$ cat src/rtl/program_counter_if.sv
// Fetch-path command/stack bus between the decoder, the program counter and
// the instruction stack.
//   slave  : the program counter (consumes commands and stack read data,
//            drives the PC, stack strobes and status)
//   master : whatever drives the commands (decoder or testbench)
interface program_counter_if #(
    parameter int DATA_WIDTH = 8
);
    logic                  i_halt;
    logic                  i_stall;
    logic                  i_jump;
    logic                  i_branch;
    logic                  i_flag;
    logic                  i_call;
    logic                  i_rtrn;
    logic [DATA_WIDTH-1:0] i_target;
    logic [DATA_WIDTH-1:0] i_stack;
    logic [DATA_WIDTH-1:0] o_PC;
    logic                  o_call;
    logic                  o_rtrn;
    logic                  o_busy;
    logic                  o_halted;
    logic                  o_ovf;
    logic                  o_unf;

    modport slave (
        input  i_halt, i_stall, i_jump, i_branch, i_flag, i_call, i_rtrn,
        input  i_target, i_stack,
        output o_PC, o_call, o_rtrn, o_busy, o_halted, o_ovf, o_unf
    );

    modport master (
        output i_halt, i_stall, i_jump, i_branch, i_flag, i_call, i_rtrn,
        output i_target, i_stack,
        input  o_PC, o_call, o_rtrn, o_busy, o_halted, o_ovf, o_unf
    );
endinterface

$ cat src/rtl/program_counter.sv
// Program counter / next-address sequencer for the FRANK6000 fetch path.
// Selects the next PC (increment, jump, branch, call, return), drives the
// instruction stack push/pop strobes and tracks the stack depth so that
// overflow/underflow halt the core.
// Ports:
//   i_clk, i_rst : clock, synchronous active-high reset
//   bus (slave)  : commands, branch target, stack read data in;
//                  PC, stack strobes, busy/halted/ovf/unf status out
module program_counter #(
    parameter int DATA_WIDTH = 8,
    parameter int ADDR_WIDTH = 4
) (
    input  logic             i_clk,
    input  logic             i_rst,
    program_counter_if.slave bus
);
    typedef enum logic [1:0] {RUN, RET_WAIT, HALT} state_t;

    // Depth counter is one bit wider than the stack pointer so "full" is
    // distinguishable from "empty".
    localparam logic [ADDR_WIDTH:0] DEPTH_MAX = {1'b1, {ADDR_WIDTH{1'b0}}};

    state_t                state_q, state_d;
    logic [DATA_WIDTH-1:0] pc_q, pc_d;
    logic [ADDR_WIDTH:0]   depth_q, depth_d;
    logic                  ovf_q, ovf_d;
    logic                  unf_q, unf_d;
    logic                  busy_q, busy_d;
    logic                  halted_q, halted_d;
    logic                  call_s, rtrn_s;

    always_comb begin
        state_d = state_q;
        pc_d    = pc_q;
        depth_d = depth_q;
        ovf_d   = ovf_q;
        unf_d   = unf_q;
        call_s  = 1'b0;
        rtrn_s  = 1'b0;
        case (state_q)
            RUN: begin
                if (bus.i_halt) begin
                    state_d = HALT;
                end else if (bus.i_stall) begin
                    // hold PC, no stack traffic
                end else if (bus.i_rtrn) begin
                    if (depth_q == '0) begin
                        unf_d   = 1'b1;
                        state_d = HALT;
                    end else begin
                        rtrn_s  = 1'b1;
                        depth_d = depth_q - (ADDR_WIDTH+1)'(1);
                        state_d = RET_WAIT;
                    end
                end else if (bus.i_call) begin
                    if (depth_q == DEPTH_MAX) begin
                        ovf_d   = 1'b1;
                        state_d = HALT;
                    end else begin
                        // stack captures o_PC+1 on this same edge
                        call_s  = 1'b1;
                        depth_d = depth_q + (ADDR_WIDTH+1)'(1);
                        pc_d    = bus.i_target;
                    end
                end else if (bus.i_jump) begin
                    pc_d = bus.i_target;
                end else if (bus.i_branch && bus.i_flag) begin
                    pc_d = bus.i_target;
                end else begin
                    pc_d = pc_q + DATA_WIDTH'(1);
                end
            end
            // Stack read data is registered, so it is valid only now;
            // every command input is ignored for this one cycle.
            RET_WAIT: begin
                pc_d    = bus.i_stack;
                state_d = RUN;
            end
            HALT:    state_d = HALT;
            default: state_d = RUN;
        endcase
        busy_d   = (state_d == RET_WAIT);
        halted_d = (state_d == HALT);
    end

    always_ff @(posedge i_clk) begin
        if (i_rst) begin
            state_q  <= RUN;
            pc_q     <= '0;
            depth_q  <= '0;
            ovf_q    <= 1'b0;
            unf_q    <= 1'b0;
            busy_q   <= 1'b0;
            halted_q <= 1'b0;
        end else begin
            state_q  <= state_d;
            pc_q     <= pc_d;
            depth_q  <= depth_d;
            ovf_q    <= ovf_d;
            unf_q    <= unf_d;
            busy_q   <= busy_d;
            halted_q <= halted_d;
        end
    end

    assign bus.o_PC     = pc_q;
    assign bus.o_call   = call_s;
    assign bus.o_rtrn   = rtrn_s;
    assign bus.o_busy   = busy_q;
    assign bus.o_halted = halted_q;
    assign bus.o_ovf    = ovf_q;
    assign bus.o_unf    = unf_q;
endmodule

$ cat src/flat_wrapper.sv
// flat-port wrapper written by rule: the top's interface ports become plain ports
module program_counter_flat 
#(
    parameter int DATA_WIDTH = 8,
    parameter int ADDR_WIDTH = 4
)
  (i_clk, i_rst, bus_i_halt, bus_i_stall, bus_i_jump, bus_i_branch, bus_i_flag, bus_i_call, bus_i_rtrn, bus_i_target, bus_i_stack, bus_o_PC, bus_o_call, bus_o_rtrn, bus_o_busy, bus_o_halted, bus_o_ovf, bus_o_unf);
  program_counter_if #(.DATA_WIDTH(DATA_WIDTH)) bus_i ();
  input  logic i_clk;
  input  logic i_rst;
  input wire logic [$bits(bus_i.i_halt)-1:0] bus_i_halt;
  input wire logic [$bits(bus_i.i_stall)-1:0] bus_i_stall;
  input wire logic [$bits(bus_i.i_jump)-1:0] bus_i_jump;
  input wire logic [$bits(bus_i.i_branch)-1:0] bus_i_branch;
  input wire logic [$bits(bus_i.i_flag)-1:0] bus_i_flag;
  input wire logic [$bits(bus_i.i_call)-1:0] bus_i_call;
  input wire logic [$bits(bus_i.i_rtrn)-1:0] bus_i_rtrn;
  input wire logic [$bits(bus_i.i_target)-1:0] bus_i_target;
  input wire logic [$bits(bus_i.i_stack)-1:0] bus_i_stack;
  output wire logic [$bits(bus_i.o_PC)-1:0] bus_o_PC;
  output wire logic [$bits(bus_i.o_call)-1:0] bus_o_call;
  output wire logic [$bits(bus_i.o_rtrn)-1:0] bus_o_rtrn;
  output wire logic [$bits(bus_i.o_busy)-1:0] bus_o_busy;
  output wire logic [$bits(bus_i.o_halted)-1:0] bus_o_halted;
  output wire logic [$bits(bus_i.o_ovf)-1:0] bus_o_ovf;
  output wire logic [$bits(bus_i.o_unf)-1:0] bus_o_unf;
  assign bus_i.i_halt = bus_i_halt;
  assign bus_i.i_stall = bus_i_stall;
  assign bus_i.i_jump = bus_i_jump;
  assign bus_i.i_branch = bus_i_branch;
  assign bus_i.i_flag = bus_i_flag;
  assign bus_i.i_call = bus_i_call;
  assign bus_i.i_rtrn = bus_i_rtrn;
  assign bus_i.i_target = bus_i_target;
  assign bus_i.i_stack = bus_i_stack;
  assign bus_o_PC = bus_i.o_PC;
  assign bus_o_call = bus_i.o_call;
  assign bus_o_rtrn = bus_i.o_rtrn;
  assign bus_o_busy = bus_i.o_busy;
  assign bus_o_halted = bus_i.o_halted;
  assign bus_o_ovf = bus_i.o_ovf;
  assign bus_o_unf = bus_i.o_unf;
  program_counter #(.DATA_WIDTH(DATA_WIDTH), .ADDR_WIDTH(ADDR_WIDTH)) u_core (.i_clk(i_clk), .i_rst(i_rst), .bus(bus_i));
endmodule
$ cat config.mk
export PLATFORM = sky130hd
export DESIGN_NAME = program_counter_flat
export DESIGN_NICKNAME = d
export VERILOG_FILES = /design/src/rtl/program_counter_if.sv /design/src/rtl/program_counter.sv /design/src/flat_wrapper.sv
export SDC_FILE = /design/constraint.sdc
export NUM_CORES = 1
export LEC_CHECK = 0
export ABC_AREA = 1
export ABC_CLOCK_PERIOD_IN_PS = 2590
export CORE_UTILIZATION = 50
export CTS_CLUSTER_SIZE = 40
export DETAILED_ROUTE_END_ITERATION = 6
export GPL_ROUTABILITY_DRIVEN = 0
export PLACE_DENSITY = 0.84
export SYNTH_ARGS = -nofsm -noshare
export SYNTH_HDL_FRONTEND = slang
export SYNTH_SLANG_ARGS = --single-unit
$ cat constraint.sdc
create_clock -name i_clk -period 2.59 [get_ports i_clk]
set_clock_uncertainty 0.1 [all_clocks]
set_input_delay 0.518 -clock i_clk [delete_from_list [all_inputs] [get_ports i_clk]]
set_output_delay 0.518 -clock i_clk [all_outputs]
set_load 0.05 [all_outputs]
==> results.tsv <==
metric	value	unit
routed_wl	3000	µm
yosysWarnings	0	
clock_latency	0.31	ns
synth_edf_count	0	
grt_usage	23.4	%
ant_nets	0	
overflow	0	
cts.sinks	19	
fin_crit_sh	90.6	%
cts_hold_buf	0	
crit_arrival	1.73	ns
async_flop_share	0	%
setup_tns	0	ns
die_w	54.0	µm
cp-end-kind	output pin	
rsz0062_at_grt	no	
root_buffer	clkbuf_4	
required	1.97	ns
synth.distinct_cells	28	
io_pins	39	
io_buffer_count	38	
clk_transition_reported_paths	0.11	ns
rows	18	
cts_htree_levels	1	
start_kind	primary input	
fin_crit	2.35	ns
hold_viol_final	0	
fp.dieH	54.0	µm
syn_inst	223	
dieArea	2920	µm²
cts_buffers	3	
area_growth	31.7	%
peakVddDrop	0.354	mV
grt_max_degree	17	
yosysSeqAreaShare	28.1	%
p_total	0.719	mW
ys.flop_type	dfxtp_1	
grt_pass1_wl	4940	µm
hpwl	2260	µm
grt_busiest_layer	met2	
power_density	403	nW/µm²
hold_path.class	reg -> reg	
crit_type	in -> out	
dr.first_iter.drc_count	36	
drcViolationCount	0	
vias	1437	
start_util	53.6	%
grtUsageMet2	41.8	%
ys_ff_latch	19	
post_cts_resized	0	
drive_gt1_share	6.90	%
core_area	2520	µm²
grt_pass1_vias	1198	
cp_max_fo	3	
finalSetupViolations	0	
first_pass_iters	4	
syn_area	1350	µm²
cts_tree	done	
avgSynthCellArea	6.07	µm²
cap_viol_max_count	0	
power.leakage	0.843	nW
antenna_found_initial	0	
routed_via_density	4.94	
worst-slew-pin-transition	0.519	ns
fmax	426	MHz
use_met3	3.95	%
synth.net_count	253	
use_met1	27.5	%
cts_post_setup_buffers_inserted	0	
post_drt_wl_per_cell	10.3	µm
antennaDiodeCount	0	
slew_viol_final	0	
ctsLongestPathBuffers	2	
slew_headroom	65.4	%
status	complete, no violations	
num-nets-final	292	
-- registers in the layout, indices dropped and copies added, names as in the netlist --
| register | cells |
|---|---|
| u_core.depth_q | 5 |
| u_core.bus.o_busy | 1 |
| u_core.state_q | 2 |
| u_core.bus.o_halted | 1 |
| u_core.bus.o_ovf | 1 |
| u_core.bus.o_unf | 1 |
| u_core.bus.o_PC | 8 |
-- layout make-up --
cell class	count	area, µm²
Clock buffer	4	26.3
Timing Repair Buffer	39	408
Sequential cell	19	380
Multi-Input combinational cell	166	806
Inverter	33	124
Tap cell	30	37.5
Fill cell	222	741
-- per-layer routing --
metal	up-vias	part of all wire, %
met1	624	44
li1	764	-
met3	5	6.4
met4	0	1.6
met2	44	48
met5	-	0
-- report_power, final --
| part | total, mW | internal, mW | switching, mW |
|---|---|---|---|
| combinational | 0.234 | 0.0997 | 0.134 |
| sequential | 0.327 | 0.309 | 0.0179 |
| clock | 0.158 | 0.0602 | 0.0975 |
| total | 0.719 | 0.469 | 0.250 |
-- cells in the mapped netlist (2+ instances only) --
| cell | n | area share (%) |
|---|---|---|
| nand2_1 | 62 | 17 |
| nor2_1 | 47 | 13 |
| inv_1 | 31 | 8.6 |
| dfxtp_1 | 19 | 28 |
| nand3_1 | 15 | 5.6 |
| a21oi_1 | 11 | 4.1 |
| nor2_2 | 5 | 2.3 |
| ha_1 | 4 | 3.7 |
| buf_2 | 2 | 0.74 |
| inv_2 | 2 | 0.56 |
| nand4_1 | 2 | 0.92 |
| nor3_1 | 2 | 0.74 |
| o21ai_0 | 2 | 0.74 |
| o21ai_4 | 2 | 2.4 |
| o21bai_1 | 2 | 1.1 |
| xnor2_1 | 2 | 1.3 |
| xor2_1 | 2 | 1.3 |
-- metrics by stage --
stage | hold WS (ns) | setup slack [ns] | cell area (µm²) | cells | util, %
after detailed placement | 0.370 | 0.241 | 1760 | 287 | 69.6
after floorplan | 0.395 | 0.452 | 1350 | 223 | -
after global routing | 0.417 | 0.0976 | 1780 | 291 | 70.6
final | 0.390 | 0.242 | 1780 | 291 | 70.6
after global placement | 0.374 | 0.264 | 1760 | 287 | 69.6
after CTS | 0.401 | 0.235 | 1780 | 291 | 70.6
-- cell families (layout without fill, tap and decap cells) --
logic type	count (synthesis)	in the layout	synth area share, %
DFF	19	19	28.1
and+or+nand+nor	137	137	42.0
buffers and inverters	38	76	12.3
adders and majority gates	5	5	5.18
AOI/OAI and AO/OA	20	20	9.81
xor gates and xnor gates	4	4	2.59
-- cell usage in the layout, fill, tap and decap left out, drive strengths merged --
cell / synthesis / final
a21oi: 12 / 12
nor3: 2 / 2
xor2: 2 / 2
o21bai: 2 / 2
nor2: 52 / 52
ha: 4 / 4
dfxtp: 19 / 19
nand3b: 1 / 1
a31oi: 1 / 1
nand3: 16 / 16
clkbuf: 1 / 4
fa: 1 / 1
inv: 33 / 33
o21ai: 5 / 5
xnor2: 2 / 2
clkdlybuf4s50: 0 / 36
and3: 1 / 1
buf: 4 / 3
nand4: 2 / 2
nand2: 63 / 63
-- worst max-delay path, stage by stage --
cell             delay (ns)
clkdlybuf4s50_1        0.44
nor2_1                 0.14
nand2_1                0.08
nor2_1                 0.13
inv_1                  0.08
nor2_1                 0.18
buf_12                 0.17
-- path summary, 6_finish.rpt --
check / to / cells after the start / slack (ns) / from
hold reg to reg: u_core.bus.o_unf / 2 / 0.39 / u_core.bus.o_unf
setup / recovery: bus_o_rtrn / 7 / 0.24 / bus_i_stall
setup reg to reg: u_core.bus.o_PC[5] / 9 / 0.87 / u_core.state_q[0]
hold / removal: u_core.bus.o_unf / 2 / 0.39 / u_core.bus.o_unf
Note: power is estimated with default switching activity, not from simulation.
